### src/rtl/sel_pipe.sv
// Configurable-depth delay line with shared clock enable, per-stage valid,
// synchronous flush and a saturating fill counter; DEPTH=0 degenerates to a wire.
module sel_pipe #(
  parameter int unsigned      WIDTH    = 18,
  parameter int unsigned      DEPTH    = 2,
  parameter logic [WIDTH-1:0] RST_VAL  = '0,
  parameter bit               VLD_GATE = 1'b0,
  localparam int unsigned     FILL_W   = (DEPTH == 0) ? 1 : $clog2(DEPTH + 1)
) (
  input  logic              clk,
  input  logic              rst,
  input  logic              ce,
  input  logic              flush,
  input  logic [WIDTH-1:0]  d,
  input  logic              d_vld,
  output logic [WIDTH-1:0]  q,
  output logic              q_vld,
  output logic [FILL_W-1:0] fill,
  output logic              primed
);

  if (DEPTH == 0) begin : g_bypass
    assign q      = d;
    assign q_vld  = d_vld;
    assign fill   = '0;
    assign primed = 1'b1;

    // Control inputs are meaningless without storage.
    logic unused_ctrl;
    assign unused_ctrl = ^{clk, rst, ce, flush};
  end else begin : g_pipe
    logic [WIDTH-1:0]  s_q [DEPTH];
    logic [DEPTH-1:0]  v_q;
    logic [FILL_W-1:0] fill_q;

    always_ff @(posedge clk) begin
      if (rst || flush) begin
        for (int k = 0; k < DEPTH; k++) begin
          s_q[k] <= RST_VAL;
        end
        v_q    <= '0;
        fill_q <= '0;
      end else if (ce) begin
        // With gating, a stage keeps its last valid word across bubbles.
        if (!VLD_GATE || d_vld) begin
          s_q[0] <= d;
        end
        v_q[0] <= d_vld;
        for (int k = 1; k < DEPTH; k++) begin
          if (!VLD_GATE || v_q[k-1]) begin
            s_q[k] <= s_q[k-1];
          end
          v_q[k] <= v_q[k-1];
        end
        if (fill_q != FILL_W'(DEPTH)) begin
          fill_q <= fill_q + FILL_W'(1);
        end
      end
    end

    assign q      = s_q[DEPTH-1];
    assign q_vld  = v_q[DEPTH-1];
    assign fill   = fill_q;
    assign primed = (fill_q == FILL_W'(DEPTH));
  end

endmodule

### config.mk
export PLATFORM = sky130hd
export DESIGN_NAME = sel_pipe
export DESIGN_NICKNAME = d
export VERILOG_FILES = /design/src/rtl/sel_pipe.sv
export SDC_FILE = /design/constraint.sdc
export NUM_CORES = 1
export LEC_CHECK = 0
export BUFFER_PORTS_ARGS = -buffer_cell sky130_fd_sc_hd__buf_4
export CORE_MARGIN = 2
export CORE_UTILIZATION = 30
export CTS_CLUSTER_DIAMETER = 40
export DETAILED_ROUTE_END_ITERATION = 10
export GPL_ROUTABILITY_DRIVEN = 0
export PLACE_DENSITY = 0.52
export SYNTH_ARGS = -nofsm -noshare
export SYNTH_HDL_FRONTEND = slang
export SYNTH_SLANG_ARGS = --single-unit
### constraint.sdc
create_clock -name clk -period 1.3 [get_ports clk]
set_input_delay 0.13 -clock clk [delete_from_list [all_inputs] [get_ports clk]]
set_output_delay 0.13 -clock clk [all_outputs]
set_load 0.02 [all_outputs]
* Yosys cells after proc, flatten, opt, wreduce, memory -nomap -nowiden
Memories as Yosys holds them, arrays and structs flattened. Index checks and enable logic that the tools add are counted.
Storage, ports and cells: memory bits (writable) 36, logic and storage cells 17, bits in read-only memories 0, input port bits 23, memories kept 1, register bits 4, latch bits 0, output and inout port bits 22
Operators by class: equal/unequal tests 2, $mul 0, shift-type cells 0, mux-type cells 7, div/mod/pow operators 0, $add $sub $neg 1, reduce and logical (&&, ||, !) cells 2, bitwise logic cells 2, order comparisons 0
Memories:
- g_pipe.s_q | words 2, bits a word 18, rd ports 2, clocked after memory_dff 0, wr ports 2, line 32 | logic [WIDTH-1:0] s_q [DEPTH];
Operator list (count):
- $mux 18 | 2
- $mux 1 | 5
- $add 2x1->2 const B | 1
- $eq 2x2->1 const B | 1
- $ne 2x2->1 const B | 1
- $or 1x1->1 | 2
- $reduce_and 2->1 | 1
- $logic_or 1x1->1 | 1

* Longest topological paths before layout
depth after elaboration 4, mapped depth 5, gate-level depth less buffers 5

* Least setup slack after synthesis
No wires, ideal clock.
path type register to register, from reg g_pipe.fill_q[0] (netlist: fill[0]), to reg g_pipe.fill_q[1] (netlist: fill[1]), path slack -0.222 ns, required time 1.197 ns, setup time 0.103 ns, path buffers 0, stages on the path, launching flop included 6, data arrival time 1.419 ns, clock period less this slack 1.522 ns, path through dfxtp_1 > inv_1 > ha_1 > and2b_2 > nor2_1 > a2111oi_2
Between the ends: cells in the longest elaborated chain, start to end 2, elaborated cells between the ends (all ways) 3, classes of those cells 1 x add/sub; 1 x eq/ne; 1 x reduce/logical
RTL lines:
- start, declared | line 34 | logic [FILL_W-1:0] fill_q;
- start signal, assigned | line 56 | fill_q <= fill_q + FILL_W'(1);
- $ne 2x2->1 | line 55 | if (fill_q != FILL_W'(DEPTH)) begin
- $reduce_and 2->1 (no source line)
Parallel ways exist; a longest one is shown, timed or not. A chain may end at the register's enable or synchronous reset.

* Worst setup path in the final report
from reg g_pipe.fill_q[0] (netlist: fill[0]), to reg g_pipe.fill_q[0] (netlist: fill[0])
Same word-level chain as after synthesis.

==> run_results.csv <==
group,metric,value,unit
layout,nets,168,
drt,drt-wirelength-per-cell,11.2,µm
drt,drt_first_iter_violations,76,
worst_setup_path,critPathKind,"reg2reg",
hold_path,hold_class,"in2reg",
power_and_ir_drop,vdd_drop_max,0.000636,V
clocking,cts_tree,"built",
grt,grt_pass1_vias,847,
worst_setup_path,cp-start-kind,"flip-flop",
floorplanning,pin_count,45,
placement,dp.cells,208,
worst_setup_path,cp_slowest_stage_delay,350,ps
clocking,clock-sinks,40,
sta,fin_skew,3.60,ps
logic_synthesis,avgSynthCellArea,15.5,µm²
floorplanning,dieArea,6290,µm²
drt,dr.pass1.iters,4,
drt,viasPerCell,3.82,
grt,antenna_found_initial,0,
floorplanning,die_y,79.3,µm
placement,hpwl,1.69,mm
layout,fin_util,38.8,%
placement,place_area,2020,µm²
logic_synthesis,synth_top_family_by_area,"simple AND/OR/NAND/NOR gates",
worst_setup_path,critPathMaxFanout,3,
layout,multi_input_area,379,µm²
sta,timing.setup.tns,0,ps
sta,fin_crit,1210,ps
worst_setup_path,rrSetupSlack,90,ps
placement,place_ws,44.4,ps
worst_setup_path,rr_startpoint,"fill[0]",
floorplanning,die_w,79.3,µm
logic_synthesis,ys_seq_area_share,68.3,%
clocking,cts-root-buf,"clkbuf_8",
sta,worstMarginPinSlew,247,ps
power_and_ir_drop,power_density,1260,nW/µm²
sta,setup_viol,0,
layout,drive_above_1_share,60.7,%
sta,finalCritPeriodShare,93.2,%
worst_setup_path,cp_data_arrival_time,1410,ps
layout,design_area,2140,µm²
sta,max_freq,825,MHz
clocking,clockBufferDepth,2,
drt,drt_drc_violations_left,0,
logic_synthesis,synth_fp_nets,134,
logic_synthesis,syn_inst,110,
worst_setup_path,worstPathCellList,"inv_2 -> ha_4 -> and2b_2 -> buf_4 -> xnor2_1 -> nor3_1",
job,maxCapViolCount,0,
status,status,"finished clean",
grt,grt_pass1_wl,3.90,mm
sta,fin_ws,88.5,ps
worst_setup_path,cp_num_buf_inv,2,
logic_synthesis,ys_warn_count,0,
logic_synthesis,synth_xor_area_share,0.515,%
hold_path,hold_start,"rst",
clocking,insertion_delay,280,ps
hold_path,min_path_cells,2,
clocking,numCtsBuffers,5,
clocking,cts_htree_levels,2,
power_and_ir_drop,leakage,0.000920,µW
sta,slew_headroom,83.5,%
worst_setup_path,reg2regPathDepth,6,
drt,via_count,830,
logic_synthesis,ys_seq_elements,40,
logic_synthesis,netlist_area,1700,µm²
logic_synthesis,synthMuxAreaShare,1.18,%
drt,antenna_left,0,
worst_setup_path,worstPathRequired,1500,ps
worst_setup_path,slowest_stage,"dfxtp_4",
floorplanning,start_util,30.9,%
sta,hold_viol_final,0,
sta,rsz0062_at_grt,"no",
logic_synthesis,synth_fa_ha_area_share,0.736,%
floorplanning,rows,27,
layout,seq_area,1170,µm²
clocking,clkTransAtPathRegs,70,ps
worst_setup_path,cp-end-kind,"flip-flop",
floorplanning,core-area,5510,µm²
layout,diodes,0,
logic_synthesis,synthSimpleGateAreaFrac,18.2,%
layout,syn2layout_area_growth,25.6,%
logic_synthesis,synth_cell_type_count,16,
layout,post_layout_nonfiller_instances,217,
placement,port_buffers,44,
sta,maxSlewViolCount,0,
drt,wl,2.44,mm
grt,grtUsageTotal,8.33,%
logic_synthesis,synth_compound_area_share,0.883,%
worst_setup_path,crit_family,"flip-flops",
grt,grt_max_degree,37,
grt,gr-total-overflow,0,
layout,fill_cells,541,
hold_path,holdPathEnd,"fill[0]",
worst_setup_path,r2r-end,"fill[0]",
through the flow:
step	power (µW)	hold WS, ps
floorplan	1650	191
global placement	1730	343
detailed placement	1740	355
CTS	2720	55.0
global route	2800	65.2
finish	2690	70.4
worst max-delay path by stage:
stage,start,endpoint,cells past startpoint,slack [ps]
floorplan,fill[0],fill[1],5,10
global placement,ce,g_pipe.s_q[0][22],3,70
detailed placement,fill[0],fill[1],5,40
CTS,fill[0],fill[1],5,30
global route,fill[0],fill[1],4,20
finish,fill[0],fill[0],6,90
placed cells by master (no fill, tap or decap), drive strengths merged:
cell,netlist,final
mux2i,2,2
ha,1,1
xnor2,1,1
dfxtp,4,4
bufinv,0,1
inv,1,1
edfxtp,36,36
nor2,1,1
a2111oi,1,1
and2b,1,1
or3,1,1
nor3b,1,1
buf,21,48
and2,36,36
clkbuf,0,5
clkinv,0,2
nor3,3,3
power breakdown:
part,internal [µW],total (µW),switching [µW],leakage (µW)
sequential,1460,1480,16.5,0.000450
clock,568,979,411,0.0000558
combinational,123,233,110,0.000414
total,2150,2690,537,0.000920
timing repair:
action | 4_1_cts | 5_1_grt
hold endpoints to repair | 0 | 0
buffers inserted | 0 | 1
hold buffers | 0 | 0
resized for setup | 0 | 0
endpoints found under the setup margin | 0 | 1
layout make-up:
type | instances | share of cell area (%)
inverters | 1 | 0.176
flip-flops and latches | 40 | 54.6
clock inverters | 3 | 1.99
clock buffers | 5 | 3.22
multi-input cells | 48 | 17.8
repair buffers | 48 | 18.0
well taps | 72 | 4.22
cells in the mapped netlist:
library cell / n / area [µm²]
edfxtp_1: 36 / 1080
and2_2: 25 / 188
buf_4: 18 / 135
and2_1: 11 / 68.8
dfxtp_1: 4 / 80.1
buf_6: 3 / 33.8
nor3_1: 3 / 15.0
mux2i_1: 2 / 20.0
a2111oi_2: 1 / 15.0
and2b_2: 1 / 8.76
ha_1: 1 / 12.5
inv_1: 1 / 3.75
nor2_1: 1 / 3.75
nor3b_4: 1 / 18.8
or3_2: 1 / 7.51
xnor2_1: 1 / 8.76
flip-flops by register name (all words and copies together) (netlist names):
| register | flops |
|---|---|
| g_pipe.s_q | 36 |
| fill | 2 |
| g_pipe.v_q | 2 |
cell families after synthesis:
family,count (synthesis)
AND/OR/NAND/NOR,43
flip-flops,40
buffers and inverters,22
multiplexers,2
AO/OA/AOI/OAI,1
XOR/XNOR,1
adder cells (fa/ha/maj),1
metal layers:
| metal | vias up | GRT usage [%] | share of wire, % |
|---|---|---|---|
| li1 | 425 | - | - |
| met4 | 0 | 4.83 | 1.3 |
| met3 | 2 | 3.18 | 5.5 |
| met5 | - | 0 | 0 |
| met1 | 375 | 8.42 | 36 |
| met2 | 28 | 14.6 | 57 |
No activity file was read; power rests on OpenSTA's default activity.
